$ cat src/rtl/syn_fifo.sv
// ============================================================================
// syn_fifo : single-clock FIFO with occupancy count, watermarks, error pulses
//            and optional first-word-fall-through read mode.
// Rev 1.0
// ============================================================================
`default_nettype none

module syn_fifo #(
    parameter int WIDTH      = 8,
    parameter int DEPTH      = 8,
    parameter int AFULL_THR  = 6,
    parameter int AEMPTY_THR = 2,
    parameter int FWFT       = 0
) (
    input  logic                       clk,
    input  logic                       rst,
    input  logic                       wr_en,
    input  logic [WIDTH-1:0]           wr_data,
    input  logic                       rd_en,
    output logic [WIDTH-1:0]           rd_data,
    output logic                       fifo_full,
    output logic                       fifo_empty,
    output logic                       almost_full,
    output logic                       almost_empty,
    output logic [$clog2(DEPTH):0]     data_cnt,
    output logic                       overflow,
    output logic                       underflow
);

    localparam int             AW       = $clog2(DEPTH);
    localparam logic [AW:0]    DEPTH_C  = (AW+1)'(DEPTH);
    localparam logic [AW:0]    AFULL_C  = (AW+1)'(AFULL_THR);
    localparam logic [AW:0]    AEMPTY_C = (AW+1)'(AEMPTY_THR);
    localparam logic [AW-1:0]  PTR_INC  = (AW)'(1);

    logic [WIDTH-1:0] mem [DEPTH];
    logic [AW-1:0]    wr_ptr;
    logic [AW-1:0]    rd_ptr;
    logic [WIDTH-1:0] hold_data;
    logic             rd_acc;
    logic             wr_acc;
    logic [AW:0]      cnt_next;

    // A write into a full FIFO is legal only when a pop frees a slot this cycle.
    always_comb begin
        rd_acc   = rd_en & ~fifo_empty;
        wr_acc   = wr_en & (~fifo_full | rd_acc);
        cnt_next = data_cnt + {{AW{1'b0}}, wr_acc} - {{AW{1'b0}}, rd_acc};
    end

    always_ff @(posedge clk) begin
        if (!rst && wr_acc) begin
            mem[wr_ptr] <= wr_data;
        end
    end

    always_ff @(posedge clk) begin
        if (rst) begin
            wr_ptr       <= '0;
            rd_ptr       <= '0;
            data_cnt     <= '0;
            hold_data    <= '0;
            fifo_full    <= 1'b0;
            fifo_empty   <= 1'b1;
            almost_full  <= 1'b0;
            almost_empty <= 1'b1;
            overflow     <= 1'b0;
            underflow    <= 1'b0;
        end else begin
            if (wr_acc) begin
                wr_ptr <= wr_ptr + PTR_INC;
            end
            if (rd_acc) begin
                rd_ptr    <= rd_ptr + PTR_INC;
                hold_data <= mem[rd_ptr];
            end
            data_cnt     <= cnt_next;
            fifo_full    <= (cnt_next == DEPTH_C);
            fifo_empty   <= (cnt_next == '0);
            almost_full  <= (cnt_next >= AFULL_C);
            almost_empty <= (cnt_next <= AEMPTY_C);
            overflow     <= wr_en & ~wr_acc;
            underflow    <= rd_en & fifo_empty;
        end
    end

    // hold_data carries the last popped word: the registered output in standard
    // mode, and the value parked on rd_data while an FWFT FIFO is empty.
    generate
        if (FWFT != 0) begin : g_fwft
            assign rd_data = fifo_empty ? hold_data : mem[rd_ptr];
        end else begin : g_std
            assign rd_data = hold_data;
        end
    endgenerate

endmodule

`default_nettype wire

$ cat config.mk
export PLATFORM = sky130hd
export DESIGN_NAME = syn_fifo
export DESIGN_NICKNAME = d
export VERILOG_FILES = /design/src/rtl/syn_fifo.sv
export SDC_FILE = /design/constraint.sdc
export NUM_CORES = 1
export LEC_CHECK = 0
export CORE_MARGIN = 3
export CORE_UTILIZATION = 57
export DETAILED_ROUTE_END_ITERATION = 7
export GPL_TIMING_DRIVEN = 0
export PLACE_DENSITY = 0.79
export REMOVE_ABC_BUFFERS = 1
export SLEW_MARGIN = 20
export SYNTH_ARGS = -nofsm -noshare
export SYNTH_HDL_FRONTEND = slang
export SYNTH_SLANG_ARGS = --single-unit
$ cat constraint.sdc
create_clock -name clk -period 3 [get_ports clk]
set_input_delay 0.6 -clock clk [delete_from_list [all_inputs] [get_ports clk]]
set_output_delay 0.6 -clock clk [all_outputs]
set_load 0.01 [all_outputs]
-- Word level (Yosys, flattened, before mapping)
Memories as Yosys holds them, arrays and structs flattened. A register that Yosys moved wholly into a read port is not among the register bits.
Index checks and enable logic that the tools add are counted.
- logic and storage cells: 30
- bits in writable memories: 64
- memories: 1
- register bits after elaboration: 16
- bits of input ports: 12
- muxes and demuxes: 2
- equal/unequal tests: 1
- add/sub/neg operators: 4
- reduce and logical (&&, ||, !) cells: 3
- bitwise operators: 8
- magnitude comparators: 2
- memory list (name ; words ; width ; read ports ; clocked after Yosys merged registers in ; wr ports ; RTL line ; RTL):
    mem ; 8 ; 8 ; 1 ; 1 ; 1 ; 36 ; logic [WIDTH-1:0] mem [DEPTH];
- operator list (operator ; count):
    3-bit by 1-bit adder with 3-bit output (second input constant) ; 2
    4-bit by 1-bit adder with 4-bit output ; 1
    1-bit AND ; 4
    4-bit equality test (second input constant) ; 1
    4-bit by 3-bit >= comparator with 1-bit output (second input constant) ; 1
    4-bit by 2-bit less-or-equal comparator with 1-bit output (second input constant) ; 1
    4-bit logical NOT ; 1
    4-bit by 1-bit subtractor with 4-bit output ; 1
    1-bit NOT ; 3
    1-bit two-way mux ; 2
    1-bit logical AND ; 1
    1-bit logical NOT ; 1
    1-bit bitwise OR ; 1

-- Depth between registers and ports, before layout
Gate-level depths: netlist of run 1.
- depth after elaboration: 7
- depth in mapped cells: 11
- gate-level depth less buffers: 11

-- Least setup slack after synthesis of run 1
No wires, ideal clock.
- kind: input to register
- start: in rd_en
- end: reg almost_full
- setup slack: 489 ps
- arrival time: 2437 ps
- stages on the path: 11
- library setup time: 74 ps
- buffers on the path: 1
- cells stage by stage: nand2b_1 inv_1 buf_2 ha_1 inv_1 ha_1 inv_1 fa_1 xor2_1 or2_2 a21oi_1
- longest elaborated chain between the ends: 6
- ends and longest elaborated chain (element ; RTL line ; RTL):
    from (decl) ; 19 ; input logic rd_en,
    1-bit AND (*) ; 46 ; rd_acc = rd_en & ~fifo_empty;
    net rd_acc ; 40 ; logic rd_acc;
    1-bit bitwise OR ; 47 ; wr_acc = wr_en & (~fifo_full | rd_acc);
    1-bit AND ; 47 ;
    4-bit by 1-bit adder with 4-bit output ; 48 ; cnt_next = data_cnt + {{AW{1'b0}}, wr_acc} - {{AW{1'b0}}, rd_acc};
    4-bit by 1-bit subtractor with 4-bit output (*) ; 48 ;
    4-bit by 3-bit >= comparator with 1-bit output (*) ; 80 ; almost_full <= (cnt_next >= AFULL_C);
    to (signal assigned) ; 80 ;
    to (decl) ; 23 ; output logic almost_full,
The timed path passes the listed nets; every way through them passes the cells marked *.
A chain may end at the register's enable or synchronous reset.

-- Final worst setup path of run 1
- start: in rd_en
- end: reg almost_full
- longest elaborated chain between the ends: 6
- ends and longest elaborated chain (element ; RTL line):
    1-bit AND (*) ; 46
    1-bit bitwise OR ; 47
    1-bit AND ; 47
    4-bit by 1-bit adder with 4-bit output ; 48
    4-bit by 1-bit subtractor with 4-bit output (*) ; 48
    4-bit by 3-bit >= comparator with 1-bit output (*) ; 80
Mark *: on every way between the ends. The rest lies on a longest branch, timed or not.

==> results of run 1 <==
-- critical path: cells and delay by family --
family / cells / cell delay, ns
AOI/OAI and AO/OA: 2 / 0.35
and+or+nand+nor: 2 / 0.39
buffers and inverters: 4 / 0.71
xor gates and xnor gates: 1 / 0.19
adders and majority gates: 3 / 0.82
-- cells by family after synthesis --
logic type,after synthesis,share of synthesized area
XOR/XNOR,7,0.0173
flip-flops,88,0.679
AO/OA/AOI/OAI,33,0.0647
buffers and inverters,20,0.0375
adder cells (fa/ha/maj),7,0.0269
AND/OR/NAND/NOR,55,0.0810
multiplexers,33,0.0934
-- layout by cell type, fill, tap and decap left out, types with 8 or more instances in the layout --
cell             synthesis  layout
clkbuf_8                 0       9
a21oi_1                 11      11
inv_1                    9       8
nor3_2                   8      10
dfxtp_1                 24      23
mux2i_1                 33      33
nor2_1                  26      24
edfxtp_1                64      64
clkdlybuf4s50_1          0      28
a22oi_1                 16      16
-- per-layer routing --
metal	routed length, um	vias up
li1	-	956
met1	2750	961
met2	3270	36
met3	255	11
met4	108	0
met5	0	-
-- worst paths after layout --
kind	to	slack (ns)	depth (start not counted)
worst max-delay path	almost_full$_SDFF_PP0_	0.21	12
worst min-delay path	underflow$_SDFF_PP0_	0.48	2
worst max register to register	almost_full$_SDFF_PP0_	0.57	11
worst min register to register	underflow$_SDFF_PP0_	0.48	2
-- synth_stat cells (all sizes together), types with 6 or more instances --
cell,n
nand2,7
nor2,26
edfxtp,64
a21oi,12
a22oi,16
nor3,11
inv,9
nand2b,6
dfxtp,24
buf,7
mux2i,33
ha,6
-- layout make-up --
cell class	count	area, um2
sequential	88	2400
fill	430	1880
multi-input combinational	135	1040
timing repair buffer	34	335
clock buffer	10	128
tap	75	93.8
inverter	9	37.5
clock inverter	6	36.3
-- timing repair --
item                       in CTS  in global routing
cloned                          0                  0
gates resized for setup         5                  2
setup endpoints to repair      39                  3
pin swaps                       0                  0
setup buffers                   1                  3
-- flip-flops by register name, indices dropped and copies added (netlist names) --
register,flops
fifo_full,1
underflow,1
almost_full,1
fifo_empty,1
overflow,1
almost_empty,1
wr_ptr,3
mem,64
rd_ptr,3
data_cnt,4
rd_data,8
-- power by group --
group	switching (mW)	internal, mW
registers	0.0935	1.43
clock network	0.403	0.294
logic	0.490	0.469
-- stage by stage --
stage	hold slack (ns)	worst slack, ns
floorplan	0.468	0.311
global placement	0.460	-0.761
detailed placement	0.458	-0.824
CTS	0.471	-0.0653
global route	0.507	0.0819
finish	0.475	0.211
==> impl_metrics.json, run 1 <==
{
  "met1_usage": 0.234,
  "crit_start": "rd_en",
  "syn_area_um2": 3540,
  "cp_common_cell": "inv_1",
  "core.rowCount": 28,
  "grt_max_degree": 26,
  "finalCriticalPeriod_ns": 2.79,
  "fin_nets": 296,
  "antenna_found_initial": 0,
  "ys_seq_elements": 88,
  "worst_setup_path_end_kind": "flip-flop",
  "criticalPathCategory": "primary input to flip-flop",
  "synth.avg_cell_area_um2": 14.6,
  "ys_top_cells_by_area": "edfxtp_1 54%, dfxtp_1 14%, mux2i_1 9.3%, a22oi_1 3.4%, nor2_1 2.8%",
  "worstSetupStartpointType": "primary input",
  "grt_pass1_vias": 1944,
  "grt_busiest_layer": "met2",
  "status": "complete, no violations",
  "crit_required_ns": 3.29,
  "fp.dieW_um": 84.8,
  "synth_largest_area_cell": "edfxtp_1",
  "grtUsageMet2": 0.313,
  "synth-edff-count": 64,
  "yosysTopAreaCellShare": 0.543,
  "fmax_ghz": 0.359,
  "drive_gt1_frac": 0.138,
  "worst_pin_slew_ns": 0.934,
  "start_util": 0.594,
  "htree_levels": 3,
  "final_cell_area_um2": 4070,
  "gr-usage-met3": 0.0471,
  "core_area_um2": 5960,
  "die-height_um": 84.8,
  "dieArea_um2": 7190,
  "async_flop_share": 0,
  "grt_pass1_wl_mm": 9.82,
  "wl_per_cell_um": 17.9,
  "postPlaceCellArea_um2": 3850,
  "postCtsHoldBufs": 0,
  "finalMaxSlewViolations": 0,
  "finalHoldViolCount": 0,
  "relSlewSlack": 0.375,
  "clk_latency_ns": 0.36,
  "routabilityCongestion": 0.711,
  "cap_violations": 0,
  "power.density_nw_per_um2": 781,
  "p_leak_nw": 1.37,
  "slowest_delay_ns": 0.52,
  "period_share": 0.930,
  "hold_start": "fifo_empty$_SDFF_PP1_",
  "drtPass1Iterations": 4,
  "instances_no_fill": 357,
  "clk_pin_slew_ns": 0.08,
  "viasPerCell": 5.50,
  "final_util": 0.684,
  "synth_warnings": 0,
  "fin_skew_ns": 0.00593,
  "diodes": 0,
  "synthToLayoutAreaGrowth_pct": 15.2,
  "yosys.cell_types.count": 32,
  "numCtsBuffers": 9,
  "hold_class": "flip-flop to flip-flop",
  "setup_viol": 0,
  "io_pins": 30,
  "dp_hpwl_mm": 3.82,
  "drtIter0Drc": 137,
  "ys_seq_area_frac": 0.679,
  "grt_setup_unrepaired": "no",
  "drt_wl_total_mm": 6.38,
  "crit_chain": "clkdlybuf4s50_1 -> nand2b_4 -> a21boi_4 -> inv_1 -> ha_1 -> inv_1 -> ha_1 -> inv_1 -> fa_1 -> xor2_2 -> or2_2 -> a21oi_1",
  "cts_buffer_depth": 2,
  "finalPower_mw": 3.18,
  "via_count": 1964,
  "ir_drop_mv": 0.673,
  "r2r-start": "fifo_empty$_SDFF_PP1_",
  "clockRootBuffer": "clkbuf_8",
  "drc": 0,
  "placed_cells": 337,
  "grt_overflow": 0,
  "crit_arrival_ns": 3.08,
  "cts_tree": "yes",
  "grtUsageTotal": 0.187,
  "synthCells": 243,
  "ys.flop_type": "edfxtp_1",
  "clock-sinks": 88,
  "cp_max_fo": 5,
  "ant_nets": 0,
  "cp_slowest_cell": "clkdlybuf4s50_1",
  "fin_tns_setup_ns": 0,
  "port_buffers": 29
}
(Power assumes the default switching activity.)
==> inputs of run 2 (changes only) <==
--- a/config.mk
+++ b/config.mk
@@ -6,10 +6,11 @@
 export NUM_CORES = 1
 export LEC_CHECK = 0
 export CORE_MARGIN = 3
-export CORE_UTILIZATION = 57
+export CORE_UTILIZATION = 61
+export CTS_CLUSTER_SIZE = 14
 export DETAILED_ROUTE_END_ITERATION = 7
 export GPL_TIMING_DRIVEN = 0
-export PLACE_DENSITY = 0.79
+export PLACE_DENSITY = 0.83
 export REMOVE_ABC_BUFFERS = 1
 export SLEW_MARGIN = 20
 export SYNTH_ARGS = -nofsm -noshare
==> constraint.sdc (replaced) <==
create_clock -name clk -period 3.36 [get_ports clk]
set_input_delay 0.672 -clock clk [delete_from_list [all_inputs] [get_ports clk]]
set_output_delay 0.672 -clock clk [all_outputs]
set_load 0.01 [all_outputs]
==> impl_metrics.json, run 2 (synthesized netlist as in run 1, its figures left out) <==
{
  "synthToLayoutAreaGrowth_pct": 16.1,
  "drtIter0Drc": 189,
  "die-height_um": 82.2,
  "instances_no_fill": 353,
  "drt_wl_total_mm": 6.14,
  "clock-sinks": 88,
  "final.fill_count": 355,
  "p_switching_mw": 0.890,
  "routabilityCongestion": 0.702,
  "clk_pin_slew_ns": 0.09,
  "dieArea_um2": 6750,
  "final_common_cell": "edfxtp_1",
  "cap_violations": 0,
  "pwr-share-seq": 0.455,
  "slowest_delay_ns": 0.98,
  "io_pins": 30,
  "clk_latency_ns": 0.35,
  "grtUsageTotal": 0.201,
  "p_leak_nw": 1.39,
  "ant_nets": 0,
  "largest_reg_flops": 64,
  "crit_arrival_ns": 3.12,
  "final_util": 0.736,
  "antenna_found_initial": 0,
  "crit_chain": "clkdlybuf4s50_1 -> nand2b_1 -> a21oi_1 -> nand2_1 -> nor2_1",
  "relSlewSlack": 0.262,
  "setup_viol": 0,
  "cp_slowest_cell": "clkdlybuf4s50_1",
  "grt_pass1_vias": 1823,
  "drive_gt1_frac": 0.132,
  "period_share": 0.936,
  "hold_start": "fifo_empty$_SDFF_PP1_",
  "min_path_cells": 2,
  "htree_levels": 3,
  "finalCriticalPeriod_ns": 3.14,
  "ir_drop_mv": 0.474,
  "finalHoldViolCount": 0,
  "drtPass1Iterations": 4,
  "placed_cells": 334,
  "worst_pin_slew_ns": 1.10,
  "numCtsBuffers": 9,
  "p_sw_frac": 0.296,
  "rr_worst_depth": 11,
  "core_area_um2": 5570,
  "start_util": 0.635,
  "power_frac_comb": 0.275,
  "worstSetupStartpointType": "primary input",
  "holdWs_ns": 0.463,
  "cp_max_fo": 24,
  "postCtsHoldBufs": 0,
  "final_critical_path_setup_slack_ns": 0.216,
  "wl_per_cell_um": 17.4,
  "via_count": 1952,
  "cts_buffer_depth": 2,
  "diodes": 0,
  "p_int_mw": 2.11,
  "power.density_nw_per_um2": 732,
  "fin_tns_setup_ns": 0,
  "r2r_end": "almost_full$_SDFF_PP0_",
  "drc": 0,
  "grt_overflow": 0,
  "fin_skew_ns": 0.00782,
  "cts_tree": "yes",
  "dp_hpwl_mm": 3.74,
  "fin_nets": 295,
  "dp_slack_ns": -0.457,
  "hold_class": "flip-flop to flip-flop",
  "port_buffers": 29,
  "finalMaxSlewViolations": 0,
  "clockRootBuffer": "clkbuf_8",
  "fp.dieW_um": 82.2,
  "grt_max_degree": 25,
  "worst_setup_path_end_kind": "flip-flop",
  "status": "complete, no violations",
  "viasPerCell": 5.53,
  "grt_setup_unrepaired": "no",
  "core.rowCount": 27,
  "crit_required_ns": 3.34,
  "grt_pass1_wl_mm": 9.40,
  "hold_path_end": "underflow$_SDFF_PP0_",
  "fmax_ghz": 0.318,
  "r2r-start": "fifo_empty$_SDFF_PP1_",
  "largest-register": "mem",
  "clkPwrFrac": 0.270,
  "rrSetupSlack_ns": 0.65,
  "criticalPathCategory": "primary input to flip-flop",
  "layout_common_cells": "64 x edfxtp_1, 33 x mux2i_1, 29 x clkdlybuf4s50_1"
}
## run 2: cell types whose count changed in the layout (fill, tap and decap cells not counted), moves of 2 or more
| cell | delta |
|---|---|
| bufinv_16 | +2 |
| nor2_1 | +2 |
| nor2_2 | -2 |
| clkinv_1 | -2 |
| inv_6 | +3 |
## run 2: layout make-up
cell class | instances | area, um2 | area share
Sequential cell | 88 | 2400 | 0.585
Multi-Input combinational cell | 135 | 1010 | 0.247
Timing Repair Buffer | 33 | 333 | 0.0811
Clock buffer | 9 | 124 | 0.0302
Clock inverter | 7 | 103 | 0.0250
Tap cell | 72 | 90.1 | 0.0219
Inverter | 9 | 37.5 | 0.00914
## run 2: power by group through the flow
stage | clock network, mW | logic [mW] | registers [mW]
final | 0.810 | 0.827 | 1.37
after global routing | 0.868 | 0.920 | 1.38
after CTS | 0.821 | 0.816 | 1.37
after detailed placement | 0 | 0.798 | 1.39
after global placement | 0 | 0.742 | 1.42
after floorplan | 0 | 0.463 | 1.44
## run 2: through the flow
stage,instance area (um2),power [mW]
6_report,4110,3.00
5_1_grt,4110,3.17
4_1_cts,4080,3.01
3_5_place_dp,3850,2.19
3_3_place_gp,3820,2.16
2_1_floorplan,3440,1.90
## run 2: critical path, delay by kind of cell
kind                   cells  cell delay [ns]
and+or+nand+nor            3             1.30
buffers and inverters      1             0.98
AOI/OAI and AO/OA          1             0.17
## run 2: worst max path at each step
stage / startpoint / end / slack, ns
floorplan: rd_en / almost_full$_SDFF_PP0_ / 0.60
global placement: rd_en / almost_full$_SDFF_PP0_ / -0.47
detailed placement: rd_en / almost_full$_SDFF_PP0_ / -0.46
CTS: rd_en / fifo_full$_SDFF_PP0_ / 0.09
global route: rst / mem[7][3]$_DFFE_PP_ / 0.03
finish: rst / mem[7][0]$_DFFE_PP_ / 0.22
## run 2: what timing repair did
action,4_1_cts,5_1_grt
setup endpoints to repair,4,3
buffers inserted,0,3
gates resized for setup,1,1
## run 2: metal layers
| layer | GRT usage | vias to the layer above | wire length, um |
|---|---|---|---|
| li1 | - | 958 | - |
| met1 | 0.258 | 935 | 2560 |
| met2 | 0.330 | 50 | 3160 |
| met3 | 0.0553 | 9 | 321 |
| met4 | 0.0748 | 0 | 101 |
| met5 | 0 | - | 0 |
